===== src/rtl/meas_result_buf.sv =====
// Measurement result buffer.
// Each done strobe is timestamped and queued into a first-word-fall-through
// FIFO that has a registered output stage. Alongside the FIFO the block keeps
// saturating shot/decision statistics and a sticky overflow indication.
module meas_result_buf #(
    parameter int AW = 4,
    parameter int DW = 32
) (
    input  logic                 clk,
    input  logic                 reset_n,
    input  logic                 done,
    input  logic                 resultx,
    input  logic                 resulty,
    input  logic signed [DW-1:0] xacc,
    input  logic signed [DW-1:0] yacc,
    input  logic                 tclear,
    input  logic                 sclear,
    input  logic                 rd_ready,
    output logic                 rd_valid,
    output logic [2*DW+33:0]     rd_data,
    output logic [AW:0]          level,
    output logic                 ovf,
    output logic [15:0]          drop_cnt,
    output logic [15:0]          nshots,
    output logic [15:0]          nx1,
    output logic [15:0]          ny1
);

    localparam int EW    = 2 * DW + 34;
    localparam int DEPTH = 1 << AW;

    logic [EW-1:0] mem_q [DEPTH];

    logic [31:0]   ts_q,       ts_d;
    logic [AW:0]   wr_ptr_q,   wr_ptr_d;
    logic [AW:0]   rd_ptr_q,   rd_ptr_d;
    logic          rd_valid_q, rd_valid_d;
    logic [EW-1:0] rd_data_q,  rd_data_d;
    logic          ovf_q,      ovf_d;
    logic [15:0]   drop_cnt_q, drop_cnt_d;
    logic [15:0]   nshots_q,   nshots_d;
    logic [15:0]   nx1_q,      nx1_d;
    logic [15:0]   ny1_q,      ny1_d;

    logic          full;
    logic          empty;
    logic          pop;
    logic          push;
    logic          drop;
    logic [AW:0]   rd_ptr_inc;
    logic [EW-1:0] entry;

    function automatic logic [15:0] sat_inc(input logic [15:0] v);
        return (v == 16'hFFFF) ? v : v + 16'd1;
    endfunction

    // FIFO status and handshake decode; a pop frees the slot a same-cycle push may use
    always_comb begin
        full       = (wr_ptr_q[AW-1:0] == rd_ptr_q[AW-1:0]) && (wr_ptr_q[AW] != rd_ptr_q[AW]);
        empty      = (wr_ptr_q == rd_ptr_q);
        pop        = rd_valid_q && rd_ready;
        push       = done && (!full || pop);
        drop       = done && full && !pop;
        rd_ptr_inc = rd_ptr_q + {{AW{1'b0}}, 1'b1};
        entry      = {ts_q, yacc, xacc, resulty, resultx};
    end

    // Next-state for timestamp, pointers, output stage and statistics
    always_comb begin
        ts_d       = tclear ? 32'd0 : ts_q + 32'd1;
        wr_ptr_d   = push ? wr_ptr_q + {{AW{1'b0}}, 1'b1} : wr_ptr_q;
        rd_ptr_d   = rd_ptr_q;
        rd_valid_d = rd_valid_q;
        rd_data_d  = rd_data_q;

        // The output register mirrors the head slot; the head is only retired
        // from memory on a pop, so level naturally includes the presented entry.
        if (pop) begin
            rd_ptr_d = rd_ptr_inc;
            if (wr_ptr_q != rd_ptr_inc) begin
                rd_valid_d = 1'b1;
                rd_data_d  = mem_q[rd_ptr_inc[AW-1:0]];
            end else begin
                rd_valid_d = 1'b0;
            end
        end else if (!rd_valid_q && !empty) begin
            rd_valid_d = 1'b1;
            rd_data_d  = mem_q[rd_ptr_q[AW-1:0]];
        end

        // Clearing wins over counting a coincident result
        if (sclear) begin
            ovf_d      = 1'b0;
            drop_cnt_d = 16'd0;
            nshots_d   = 16'd0;
            nx1_d      = 16'd0;
            ny1_d      = 16'd0;
        end else begin
            ovf_d      = ovf_q | drop;
            drop_cnt_d = drop ? sat_inc(drop_cnt_q) : drop_cnt_q;
            nshots_d   = done ? sat_inc(nshots_q) : nshots_q;
            nx1_d      = (done && resultx) ? sat_inc(nx1_q) : nx1_q;
            ny1_d      = (done && resulty) ? sat_inc(ny1_q) : ny1_q;
        end
    end

    // Control and statistics registers with asynchronous reset
    always_ff @(posedge clk or negedge reset_n) begin
        if (!reset_n) begin
            ts_q       <= 32'd0;
            wr_ptr_q   <= '0;
            rd_ptr_q   <= '0;
            rd_valid_q <= 1'b0;
            rd_data_q  <= '0;
            ovf_q      <= 1'b0;
            drop_cnt_q <= 16'd0;
            nshots_q   <= 16'd0;
            nx1_q      <= 16'd0;
            ny1_q      <= 16'd0;
        end else begin
            ts_q       <= ts_d;
            wr_ptr_q   <= wr_ptr_d;
            rd_ptr_q   <= rd_ptr_d;
            rd_valid_q <= rd_valid_d;
            rd_data_q  <= rd_data_d;
            ovf_q      <= ovf_d;
            drop_cnt_q <= drop_cnt_d;
            nshots_q   <= nshots_d;
            nx1_q      <= nx1_d;
            ny1_q      <= ny1_d;
        end
    end

    // Entry storage; contents are don't-care until the pointers cover them
    always_ff @(posedge clk) begin
        if (push) begin
            mem_q[wr_ptr_q[AW-1:0]] <= entry;
        end
    end

    assign rd_valid = rd_valid_q;
    assign rd_data  = rd_data_q;
    assign level    = wr_ptr_q - rd_ptr_q;
    assign ovf      = ovf_q;
    assign drop_cnt = drop_cnt_q;
    assign nshots   = nshots_q;
    assign nx1      = nx1_q;
    assign ny1      = ny1_q;

endmodule

===== config.mk =====
export PLATFORM = sky130hd
export DESIGN_NAME = meas_result_buf
export DESIGN_NICKNAME = d
export VERILOG_FILES = /design/src/rtl/meas_result_buf.sv
export SDC_FILE = /design/constraint.sdc
export NUM_CORES = 2
export LEC_CHECK = 0
export CAP_MARGIN = 15
export CORE_ASPECT_RATIO = 0.9
export CORE_MARGIN = 5
export CORE_UTILIZATION = 56
export CTS_CLUSTER_SIZE = 25
export DETAILED_ROUTE_END_ITERATION = 10
export GPL_TIMING_DRIVEN = 0
export PLACE_DENSITY_LB_ADDON = 0.05
export SLEW_MARGIN = 25
export SYNTH_ARGS = -nofsm -noshare
export SYNTH_HDL_FRONTEND = slang
export SYNTH_SLANG_ARGS = --single-unit

===== constraint.sdc =====
create_clock -name clk -period 4.75 [get_ports clk]
set_input_delay 0.475 -clock clk [delete_from_list [all_inputs] [get_ports clk]]
set_output_delay 0.475 -clock clk [all_outputs]
set_load 0.02 [all_outputs]

==> impl_metrics.py <==
metrics = {
    "finish": {
        "mostFrequentLayoutCells": "sky130_fd_sc_hd__edfxtp_1, sky130_fd_sc_hd__mux4_2, sky130_fd_sc_hd__mux2i_1",
        "synthesis_to_layout_area_growth_pct": 15.3,
        "layout-drive-gt1-share_pct": 29.4,
        "layout.cells.most_common": "sky130_fd_sc_hd__edfxtp_1",
        "number_of_nets_at_the_end_of_the_flow": 4792,
        "post_layout_nonfiller_instances": 6818,
        "final.fill_count": 9803,
        "finish.utilization_pct": 65.0,
    },
    "placed_design": {
        "post-dp-hpwl_um": 152000,
        "gp_routability_congestion": 0.835,
        "dp.cells": 6463,
        "buffer_ports.inserted": 240,
    },
    "grt": {
        "first_global_vias": 47300,
        "grt_pass1_wl_um": 342000,
        "globalRouteOverflowTotal": 0,
        "grt.total_usage_pct": 31.5,
        "grt_max_degree": 75,
        "antenna_violations_before_repair": 9,
    },
    "worst_setup_path": {
        "path_max_fanout": 10,
        "sort_of_element_at_the_end_of_the_critical_path": "flop",
        "timing.critical_path.from_type": "flop",
        "worst_ep_arrival_time_ns": 5.27,
        "worst-endpoint-required_ns": 5.38,
        "worst-setup-path-type": "reg2reg",
    },
    "clock_network": {
        "clkLatencyLatePin_ns": 0.80,
        "clock-sinks": 1774,
        "max-clock-path-buffers": 3,
        "htree_num_levels": 4,
        "tritoncts": "built",
        "cts.root.buffer_cell": "sky130_fd_sc_hd__clkbuf_16",
        "cts.clk_slew.worst_paths_ns": 0.06,
        "cts_made_buffers": 182,
    },
    "outcome": {
        "status": "finished, final reports clean",
    },
    "yosys": {
        "synth_ff_type": "sky130_fd_sc_hd__edfxtp_1",
        "synth.area.mux_share_pct": 26.3,
        "mappedNetlistArea_um2": 81200,
        "yosysSeqAreaShare_pct": 64.3,
        "synth_fp_nets": 4309,
        "synthArstFlopShare_pct": 11.6,
        "syn_avg_cell_area_um2": 19.2,
        "synth_edf_count": 1568,
        "main_combinational_cell_family_by_area_after_synthesis": "multiplexers",
        "synthesis.instances": 4222,
        "yosys.area_share.xor_xnor_pct": 0.850,
        "synthSimpleGateAreaFrac_pct": 2.65,
        "synth_seq_cells": 1774,
        "synth_fa_ha_area_share_pct": 0.240,
        "synth-compound-area-share_pct": 3.54,
        "yosysWarningCount": 0,
        "netlist-cell-type-count": 53,
    },
    "floorplanning": {
        "initial_core_util_pct": 56.4,
        "core_um2": 144000,
        "die-width_um": 411,
        "die_height_um": 371,
        "die_area_um2": 153000,
        "core.rowCount": 132,
        "num_io_pins": 241,
    },
    "timing": {
        "number_of_max_slew_violations_in_the_final_report": 0,
        "tightestPinTransition_ns": 1.10,
        "timing.final.setup_violations": 0,
        "rsz0062_at_grt": "false",
        "maxSlewHeadroom_pct": 26.7,
        "clock_skew_ns": 0.0248,
        "timing.hold.ws_ns": 0.295,
        "timing_hold_violations_final": 0,
        "final.min_clock_period_ns": 4.64,
        "final_clock_period_utilization_by_the_worst_path_pct": 97.6,
        "fmax_mhz": 216,
    },
    "drt": {
        "remaining_drc_errors": 0,
        "totalWireLength_um": 240000,
        "num_vias": 47800,
        "route.antenna.remaining_nets": 0,
        "post_drt_wl_per_cell_um": 35.1,
        "post_drt_via_cell_ratio": 7.01,
        "dr.first_iter.drc_count": 6879,
        "drt-pass1-iter-count": 6,
    },
    "power_and_ir_drop": {
        "vdd_ir_drop_max_mv": 0.456,
        "p_leak_uw": 0.0314,
        "powerDensity_nw_per_um2": 701,
    },
    "job": {
        "max_cap_viol_count": 0,
    },
    "min_path": {
        "min_path_type": "in2async",
    },
}
-- cells by family after synthesis --
group,after synthesis
AO/OA/AOI/OAI,374
XOR/XNOR,78
adder cells (fa/ha/maj),15
buffers and inverters,383
flip-flops,1774
multiplexers,1142
AND/OR/NAND/NOR,456
-- sequential cells by signal, indices dropped and copies added, names as in the netlist --
| signal | count |
|---|---|
| drop_cnt | 16 |
| ts_q | 32 |
| nx1 | 16 |
| ny1 | 16 |
| rd_data | 98 |
| nshots | 16 |
| mem_q | 1568 |
| ovf | 1 |
| wr_ptr_q | 5 |
| rd_ptr_q | 5 |
| rd_valid | 1 |
-- cells in the mapped netlist (10+ instances only) --
cell type                  count  share of area, %
sky130_fd_sc_hd__xnor2_1      40              0.43
sky130_fd_sc_hd__buf_4        12              0.11
sky130_fd_sc_hd__dfrtp_1     206               6.3
sky130_fd_sc_hd__edfxtp_1   1568                58
sky130_fd_sc_hd__and2_1       23              0.18
sky130_fd_sc_hd__and3_1       15              0.12
sky130_fd_sc_hd__and4_1       15              0.16
sky130_fd_sc_hd__nand4_1      30              0.23
sky130_fd_sc_hd__xor2_1       37              0.40
sky130_fd_sc_hd__buf_1        28              0.13
sky130_fd_sc_hd__nor4_1       13              0.10
sky130_fd_sc_hd__a22o_1       87              0.94
sky130_fd_sc_hd__nor2_1      252               1.2
sky130_fd_sc_hd__mux2i_1     256               3.2
sky130_fd_sc_hd__nor3_1       10             0.062
sky130_fd_sc_hd__or3_1        17              0.13
sky130_fd_sc_hd__mux4_2      784                22
sky130_fd_sc_hd__a21oi_1      26              0.16
sky130_fd_sc_hd__nand3_1      31              0.19
sky130_fd_sc_hd__o21ai_1      20              0.12
sky130_fd_sc_hd__ha_1         14              0.22
sky130_fd_sc_hd__inv_1        74              0.34
sky130_fd_sc_hd__a32oi_1      55              0.59
sky130_fd_sc_hd__clkbuf_1    114              0.53
sky130_fd_sc_hd__buf_2       153              0.94
sky130_fd_sc_hd__nand2_1      34              0.16
sky130_fd_sc_hd__o21ai_0      51              0.31
sky130_fd_sc_hd__o221ai_1     98               1.1
sky130_fd_sc_hd__mux2_2      101               1.4
-- repair_timing --
| item | in CTS | in global routing |
|---|---|---|
| gates resized for setup | 4 | 1 |
| pin swaps | 3 | 0 |
| endpoints found under the setup margin | 1637 | 44 |
| setup buffers | 0 | 0 |
| hold buffers | 1 | 0 |
| endpoints found under the hold margin | 67 | 0 |
| cloned | 3 | 0 |
-- report_power, final --
group	switching (uW)	internal [uW]	total, uW
Combinational	17400	13800	31200
Sequential	798	18900	19700
Clock	6050	8730	14800
-- metal layers --
metal | global-route usage, % | wire, um
met5 | 0 | 43
met4 | 8.24 | 6560
met3 | 8.96 | 31100
met2 | 45.6 | 106000
met1 | 48.0 | 96100
-- critical path: stages (launching register included) --
cell and delay (ns):
sky130_fd_sc_hd__dfrtp_1 0.47, sky130_fd_sc_hd__and2_1 0.17, sky130_fd_sc_hd__clkbuf_1 0.80, sky130_fd_sc_hd__nand2_1 0.92, sky130_fd_sc_hd__clkbuf_2 0.67, sky130_fd_sc_hd__clkbuf_1 0.43, sky130_fd_sc_hd__o221ai_1 0.84, sky130_fd_sc_hd__mux2i_1 0.15
-- area by class of cell --
class / count / area (um2) / share of cell area (%)
Clock buffer: 243 / 5060 / 5.40
Antenna cell: 8 / 20.0 / 0.0214
Clock inverter: 103 / 1130 / 1.20
Timing Repair Buffer: 299 / 3710 / 3.97
Multi-Input combinational cell: 2068 / 27400 / 29.2
Tap cell: 1943 / 2430 / 2.60
Buffer: 306 / 1420 / 1.51
Sequential cell: 1774 / 52200 / 55.8
Inverter: 74 / 278 / 0.297
-- through the flow --
| stage | setup WS [ns] | instance area [um2] | setup TNS (ns) | total power [uW] |
|---|---|---|---|---|
| floorplan | 0.609 | 81200 | 0 | 40200 |
| global placement | -7.42 | 86100 | -5617.92 | 50400 |
| detailed placement | -1.08 | 87400 | -849.82 | 50900 |
| CTS | 0.110 | 93600 | 0 | 65700 |
| global route | 0.0156 | 93700 | 0 | 68200 |
| finish | 0.114 | 93700 | 0 | 65700 |
-- final timing paths --
path / slack, ns / startpoint / cells after the start / to
setup reg to reg: 0.11 / rd_valid / 7 / rd_data[95]
hold / removal: 0.30 / reset_n / 2 / rd_data[61]
min in group clk: 0.44 / rd_ready / 3 / rd_valid
hold reg to reg: 0.51 / rd_data[59] / 1 / rd_data[59]
setup / recovery: 0.11 / rd_valid / 7 / rd_data[95]
max in group asynchronous: 3.54 / reset_n / 3 / rd_data[68]
Power figures use the tool's default switching activity.
